## src/rtl/sequence_detector_pkg.sv

```systemverilog
// ---------------------------------------------------------------------------
// sequence_detector_pkg
//
// Purpose:
//   Shared definitions for the "1011" Moore sequence detector: the 3-bit
//   binary state encoding and the pattern being searched for.
//
// Contents:
//   state_t     - 3-bit state type, S0..S4 (codes 3'b101..3'b111 are illegal)
//   PATTERN     - the detected bit pattern, first bit in the MSB
//   PATTERN_LEN - number of bits in PATTERN
// ---------------------------------------------------------------------------
package sequence_detector_pkg;

  // S0: idle, S1: "1", S2: "10", S3: "101", S4: "1011" just completed
  typedef enum logic [2:0] {
    S0 = 3'b000,
    S1 = 3'b001,
    S2 = 3'b010,
    S3 = 3'b011,
    S4 = 3'b100
  } state_t;

  localparam logic [3:0] PATTERN     = 4'b1011;
  localparam int         PATTERN_LEN = 4;

endpackage

```

## src/rtl/sequence_detector_moore.sv

```systemverilog
// ---------------------------------------------------------------------------
// sequence_detector_moore
//
// Purpose:
//   Moore FSM that detects the serial pattern "1011" with overlap. One bit
//   is consumed on every rising clock edge; detector_out is high for the one
//   cycle the FSM spends in S4.
//
// Ports:
//   clock        in  1  system clock, rising-edge active
//   reset        in  1  asynchronous, active-high; forces S0 immediately
//   sequence_in  in  1  serial data bit, sampled on each rising edge
//   detector_out out 1  high while in S4 (pattern just completed)
// ---------------------------------------------------------------------------
module sequence_detector_moore
  import sequence_detector_pkg::*;
(
  input  logic clock,
  input  logic reset,
  input  logic sequence_in,
  output logic detector_out
);

  state_t current_state;
  state_t next_state;

  // State register. Reset is asynchronous so a partial pattern is discarded
  // the moment reset rises, not at the next clock edge.
  always_ff @(posedge clock or posedge reset) begin
    if (reset) begin
      current_state <= S0;
    end else begin
      current_state <= next_state;
    end
  end

  // Next-state logic. From S4 the final "1" of the hit is reused as the
  // first bit of the next pattern, which is what gives overlapping detection:
  // a 1 restarts at S1 and a 0 lands in S2 ("10" already seen). Illegal
  // encodings fall back to S0 regardless of the input.
  always_comb begin
    next_state = S0;
    case (current_state)
      S0:      next_state = sequence_in ? S1 : S0;
      S1:      next_state = sequence_in ? S1 : S2;
      S2:      next_state = sequence_in ? S3 : S0;
      S3:      next_state = sequence_in ? S4 : S2;
      S4:      next_state = sequence_in ? S1 : S2;
      default: next_state = S0;
    endcase
  end

  // Moore output: decoded from the state register only, so there is no
  // combinational path from sequence_in to detector_out.
  assign detector_out = (current_state == S4);

endmodule

```

## config.mk

```make
export PLATFORM = sky130hd
export DESIGN_NAME = sequence_detector_moore
export DESIGN_NICKNAME = d
export VERILOG_FILES = /design/src/rtl/sequence_detector_pkg.sv /design/src/rtl/sequence_detector_moore.sv
export SDC_FILE = /design/constraint.sdc
export NUM_CORES = 1
export LEC_CHECK = 0
export CAP_MARGIN = 20
export CORE_AREA = 2 2 39 41
export DETAILED_ROUTE_END_ITERATION = 8
export DIE_AREA = 0 0 41 43
export PLACE_DENSITY = 0.38
export SYNTH_ARGS = -nofsm -noshare
export SYNTH_HDL_FRONTEND = slang
export SYNTH_SLANG_ARGS = --single-unit
```

## constraint.sdc

```tcl
create_clock -name clock -period 2.2 [get_ports clock]
set_input_delay 0.22 -clock clock [delete_from_list [all_inputs] [get_ports clock]]
set_output_delay 0.22 -clock clock [all_outputs]
set_load 0.05 [all_outputs]
```

======== After elaboration in Yosys (flattened, before gate mapping) ========
Index checks and enable logic that the tools add are counted.
word-level totals
  register bits ........................... 3
  output and inout port bits .............. 1
  word-level logic and storage cells ...... 12
operators by class
  equal/unequal tests ..................... 4
  muxes and demuxes ....................... 5
  reductions and logical operators ........ 2
operator list
  kind                                                  count
  one-hot mux 3 bit (4 select lines)                    1
  equality test 3 x 2 -> 1 bit (second input constant)  2
  two-way mux 2 bit                                     2
  equality test 3 x 1 -> 1 bit (second input constant)  1
  equality test 3 bit (second input constant)           1
  logical NOT 3 bit                                     1
  two-way mux 3 bit                                     1
  OR reduction 2 bit                                    1
  two-way mux 1 bit                                     1

======== Depth between registers and ports, before layout ========
Gate-level depths: netlist (run 1).
  depth after elaboration ................. 3
  gate-level depth with buffers ........... 2
  mapped depth without buffers ............ 2

======== Worst setup path after synthesis (run 1) ========
Ideal clock, no wire load.
  path kind ............................... register to output
  from .................................... register current_state[0]
  to ...................................... output detector_out
  arrival ................................. 1.577 ns
  data required time ...................... 1.980 ns
  setup slack ............................. 0.403 ns
  stages on the path, launching flop included .. 2
  path buffers ............................ 0
  cells stage by stage .................... dfrtp_1 -> nor3b_1
between the ends
  longest elaborated chain between the ends .. 1
ends and longest elaborated chain
  item                      line                           source
  start: declaration        sequence_detector_moore.sv:24  state_t current_state;
  start signal: assignment  sequence_detector_moore.sv:33  current_state <= next_state;
  equality test 3 bit       sequence_detector_moore.sv:55  assign detector_out = (current_state == S4);
  end: declaration          sequence_detector_moore.sv:21  output logic detector_out
No other way between the ends.

======== Worst setup path in the final report (run 1) ========
Ends and elaborated chain as after synthesis.

==> impl_metrics.env, run 1 <==
export IMPL_status="finished clean"
export IMPL_drc=0
export IMPL_n_antenna_cell=0
export IMPL_worstSetupPathType="flop to primary output"
export IMPL_cts_setup_buffers=0
export IMPL_sw_frac_of_total_pct=24.4
export IMPL_p_comb_share_pct=9.4
export IMPL_path_depth=2
export IMPL_period_needed_ns=1.92
export IMPL_multi_input_area_um2=66.3
export IMPL_endpoint_kind="primary output"
export IMPL_crit_required_ns=1.98
export IMPL_reg2reg_to="current_state[1]$_DFF_PP0_"
export IMPL_finClkSkew_ns=0.000184
export IMPL_netlist_area_um2=145
export IMPL_cts_buffers=3
export IMPL_slowest_delay_ns=0.83
export IMPL_rsz0062_at_grt="false"
export IMPL_netlist_instances=13
export IMPL_start_kind="flop"
export IMPL_coreArea_mm2=0.00138
export IMPL_grt_pass1_vias=147
export IMPL_clk_pin_slew_worst_paths_ns=0.04
export IMPL_fillCellCount=155
export IMPL_core_rowCount=14
export IMPL_maxSlewViolCount=0
export IMPL_grt_overflow_total=0
export IMPL_relSlewSlack_pct=67.3
export IMPL_clock_latency_ns=0.23
export IMPL_post_place_cells=32
export IMPL_clockPowerShare_pct=54.1
export IMPL_slowest_stage="clkdlybuf4s50_1"
export IMPL_path_cells="nor3b_1 -> clkdlybuf4s50_1"
export IMPL_path_max_fanout=6
export IMPL_rr_startpoint="current_state[0]$_DFF_PP0_"
export IMPL_dr_pass1_iters=2
export IMPL_area_growth_pct=52.6
export IMPL_dieHeight_um=43
export IMPL_die_area_mm2=0.00176
export IMPL_hold_viol=0
export IMPL_die_w_um=41
export IMPL_setup_viol=0
export IMPL_crit_family="buffers and inverters"
export IMPL_ys_warn_count=0
export IMPL_top_regs="current_state (3)"
export IMPL_fin_crit_sh_pct=87.2
export IMPL_rrSetupSlack_ns=1.12
export IMPL_drive_above_1_share_pct=15.0
export IMPL_tightest_slew_ns=0.489
export IMPL_portBuffers=3
export IMPL_clockBufferDepth=2
export IMPL_cp_data_arrival_time_ns=1.70
export IMPL_grt_pass1_wl_um=621
export IMPL_top_register="current_state"
export IMPL_cts_tree="done"
export IMPL_antenna_left=0
export IMPL_place_congestion=0.598
export IMPL_cts_repair_resized=0
export IMPL_num_vias=122
export IMPL_grt_antenna_before_repair=0
export IMPL_synth_cell_types=10
export IMPL_grt_max_degree=8
export IMPL_initial_core_util_pct=10.5
export IMPL_ff_latch_area_um2=75.1
export IMPL_largest_reg_flops=3
export IMPL_htreeDepth=1
export IMPL_num_nets_final=24
export IMPL_root_buffer="clkbuf_4"
export IMPL_drtIter0Drc=2
export IMPL_synth_seq_cells=3
export IMPL_reg2reg_depth=2
export IMPL_max_freq_mhz=521
export IMPL_io_pins=4
export IMPL_fin_setup_tns_ns=0
export IMPL_totalWireLength_um=291
export IMPL_syn_area_per_cell_um2=11.2
export IMPL_syn_num_nets=16
export IMPL_internal_power_mw=0.139
export IMPL_ir_worst_vdd_v=0.000208
export IMPL_fin_cells=36
export IMPL_vias_per_cell=3.39
export IMPL_seq_power_share_pct=36.5
export IMPL_drv_cap=0
export IMPL_p_per_area_mw_per_mm2=829
export IMPL_p_sw_mw=0.0449
export IMPL_p_leak_nw=0.0924
export IMPL_worst_path_buf_inv=1
export IMPL_cts_sinks=3
export IMPL_grt_total_usage_pct=5.72
export IMPL_seq_area_frac_synth_pct=51.7
export IMPL_wl_per_cell_um=8.08
export IMPL_cts_hold_buffers=0
export IMPL_hold_class="input port to asynchronous set/reset pin"
## synth_stat cells
cell,n,area (um^2)
a21oi_1,1,5.00
and4b_1,1,10.0
dfrtp_1,3,75.1
inv_1,1,3.75
nor2_1,1,3.75
nor3b_1,2,15.0
nor4b_1,1,8.76
nor4bb_1,1,10.0
o21a_1,1,7.51
or3_1,1,6.26
## worst register-to-register path, delay by kind of cell (launching register included)
kind	cells	cell delay, ns
flops	1	0.42
simple gates	2	0.53
## cell type report
class,instances,share of cell area (%)
Inverter,1,1.69
Multi-Input combinational cell,9,29.9
Sequential cell,3,33.9
Tap cell,16,9.04
Timing Repair Buffer,3,13.6
Clock buffer,4,11.9
## placed cells by master, fill, tap and decap left out
master	count
nor2_1	1
a21oi_1	1
clkbuf_4	3
nor4bb_1	1
clkdlybuf4s50_1	3
clkbuf_1	1
inv_1	1
o21a_1	1
nor4b_1	1
and4b_1	1
nor3b_1	2
dfrtp_1	3
or3_1	1
## worst max-delay path by stage
| stage | start | end | slack, ns |
|---|---|---|---|
| after floorplan | current_state[0]$_DFF_PP0_ | detector_out | 0.40 |
| after global placement | current_state[0]$_DFF_PP0_ | detector_out | 0.54 |
| after detailed placement | current_state[0]$_DFF_PP0_ | detector_out | 0.54 |
| after CTS | current_state[0]$_DFF_PP0_ | detector_out | 0.26 |
| after global routing | current_state[2]$_DFF_PP0_ | detector_out | 0.16 |
| final | current_state[0]$_DFF_PP0_ | detector_out | 0.28 |
## power by group through the flow
| stage | Clock, mW | Sequential (mW) | Combinational [mW] |
|---|---|---|---|
| finish | 0.0993 | 0.0669 | 0.0173 |
| floorplan | 0 | 0.0657 | 0.0112 |
| detailed placement | 0 | 0.0674 | 0.0174 |
| CTS | 0.106 | 0.0668 | 0.0175 |
| global placement | 0 | 0.0669 | 0.0167 |
| global route | 0.115 | 0.0689 | 0.0198 |
## cell families (layout without fill, tap and decap cells)
family	count (synthesis)	after routing	synth area share (%)
flops	3	3	51.7
buf+inv	1	8	2.58
simple gates	7	7	37.1
compound gates	2	2	8.62
## routing by layer
metal,vias up,track usage (%),wire (um)
met2,6,5.63,87
met5,-,0,0
li1,63,-,-
met1,53,7.72,159
met3,0,6.28,43
met4,0,2.00,0
## stage by stage
stage               hold slack (ns)  instance area [um^2]  utilization [%]  power (mW)  setup slack, ns
finish                        0.153                   221             16.0       0.184            0.281
global route                  0.161                   221             16.0       0.204            0.156
CTS                           0.149                   221             16.0       0.190            0.256
detailed placement            0.398                   195             14.1      0.0848            0.539
global placement              0.394                   195             14.1      0.0836            0.537
floorplan                   -0.0264                   145                -      0.0769            0.403
(Power assumes the default switching activity.)
==> run 2: changes to the inputs <==
- RECOVER_POWER: default -> 100
==> run 2 against run 1 <==
Compared with the run above:
- combinational power is 3% lower
- routed wire length is 0.34% lower
- worst setup slack worse by 0.052 ns
- clock power hardly changed
- fmax is 2.6% lower
- die area stayed put
- sequential power hardly changed
- clock skew stayed put
- design area stayed put
- largest cell class unchanged
- highest routed layer unchanged
==> impl_metrics.env, run 2 (same netlist as run 1, synthesis figures left out) <==
export IMPL_cp_data_arrival_time_ns=1.75
export IMPL_clockBufferDepth=2
export IMPL_grt_pass1_vias=147
export IMPL_layout_common_cells="clkbuf_4, dfrtp_1, nor3b_1, dlygate4sd3_1"
export IMPL_cts_tree="done"
export IMPL_crit_required_ns=1.98
export IMPL_top_regs="current_state (3)"
export IMPL_period_needed_ns=1.97
export IMPL_totalWireLength_um=290
export IMPL_core_rowCount=14
export IMPL_reg2reg_depth=2
export IMPL_reg2reg_to="current_state[1]$_DFF_PP0_"
export IMPL_endpoint_kind="primary output"
export IMPL_grt_total_usage_pct=5.72
export IMPL_setup_viol=0
export IMPL_worstSetupPathType="flop to primary output"
export IMPL_ff_latch_area_um2=75.1
export IMPL_place_area_um2=195
export IMPL_rr_startpoint="current_state[0]$_DFF_PP0_"
export IMPL_fillCellCount=155
export IMPL_vias_per_cell=3.39
export IMPL_dr_pass1_iters=2
export IMPL_initial_core_util_pct=10.5
export IMPL_hold_ws_ns=0.290
export IMPL_io_pins=4
export IMPL_num_vias=122
export IMPL_num_nets_final=24
export IMPL_clock_latency_ns=0.23
export IMPL_status="finished clean"
export IMPL_grt_overflow_total=0
export IMPL_hold_viol=0
export IMPL_largest_reg_flops=3
export IMPL_total_power_mw=0.183
export IMPL_antenna_left=0
export IMPL_fin_setup_tns_ns=0
export IMPL_cts_hold_buffers=0
export IMPL_cts_setup_buffers=0
export IMPL_max_freq_mhz=507
export IMPL_rsz0062_at_grt="false"
export IMPL_dieHeight_um=43
export IMPL_cts_buffers=3
export IMPL_hold_class="input port to asynchronous set/reset pin"
export IMPL_drc=0
export IMPL_maxSlewViolCount=0
export IMPL_die_w_um=41
export IMPL_cts_sinks=3
export IMPL_grt_antenna_before_repair=0
export IMPL_root_buffer="clkbuf_4"
export IMPL_path_max_fanout=6
export IMPL_fin_ws_ns=0.229
export IMPL_coreArea_mm2=0.00138
export IMPL_rrSetupSlack_ns=1.12
export IMPL_drv_cap=0
export IMPL_die_area_mm2=0.00176
export IMPL_fin_crit_sh_pct=89.6
export IMPL_clk_pin_slew_worst_paths_ns=0.04
export IMPL_grt_max_degree=8
export IMPL_htreeDepth=1
export IMPL_fin_area_um2=221
export IMPL_wl_per_cell_um=8.06
export IMPL_ir_worst_vdd_v=0.000208
export IMPL_multi_input_area_um2=66.3
export IMPL_relSlewSlack_pct=66.8
export IMPL_finClkSkew_ns=0.000184
export IMPL_pre_cts_ws_ns=0.539
export IMPL_drtIter0Drc=2
export IMPL_start_kind="flop"
export IMPL_grt_pass1_wl_um=621
export IMPL_n_antenna_cell=0
export IMPL_p_per_area_mw_per_mm2=826
export IMPL_cts_repair_resized=0
export IMPL_tightest_slew_ns=0.496
export IMPL_drive_above_1_share_pct=15.0
export IMPL_place_congestion=0.598
export IMPL_top_register="current_state"
export IMPL_area_growth_pct=52.6
export IMPL_portBuffers=3
export IMPL_p_leak_nw=0.0961
[run 2: changes by cell type in the layout (fill, tap and decap cells not counted)]
cell             delta
clkdlybuf4s50_1     -2
dlygate4sd3_1       +2
[run 2: worst max path at each step]
stage,from,to,slack [ns],depth (start not counted)
2_1_floorplan,current_state[0]$_DFF_PP0_,detector_out,0.40,1
3_3_place_gp,current_state[0]$_DFF_PP0_,detector_out,0.54,2
3_5_place_dp,current_state[0]$_DFF_PP0_,detector_out,0.54,2
4_1_cts,current_state[0]$_DFF_PP0_,detector_out,0.26,2
5_1_grt,current_state[2]$_DFF_PP0_,detector_out,0.11,2
6_report,current_state[0]$_DFF_PP0_,detector_out,0.23,2
[run 2: metal layers]
metal  up-vias  wire length, um  track usage, %
li1         63                -               -
met1        53              159            7.72
met2         6               87            5.63
met3         0               43            6.28
met4         0                0            2.00
met5         -                0               0
[run 2: critical path, stage by stage, from the launching register on]
cell	delay, ns
dfrtp_1	0.42
nor3b_1	0.20
dlygate4sd3_1	0.89
[run 2: power by group]
| part | internal [mW] | leakage (nW) | switching, mW | total, mW |
|---|---|---|---|---|
| Sequential | 0.0601 | 0.0385 | 0.00676 | 0.0669 |
| Clock | 0.0681 | 0.0150 | 0.0312 | 0.0993 |
| Combinational | 0.00986 | 0.0426 | 0.00691 | 0.0168 |
[run 2: layout make-up]
class	count	area share, %
Clock buffer	4	11.9
Inverter	1	1.69
Multi-Input combinational cell	9	29.9
Sequential cell	3	33.9
Tap cell	16	9.04
Timing Repair Buffer	3	13.6
[run 2: metrics by stage]
step / utilization (%) / std cells
finish: 16.0 / 36
global route: 16.0 / 36
CTS: 16.0 / 36
floorplan: - / 13
detailed placement: 14.1 / 32
global placement: 14.1 / 32
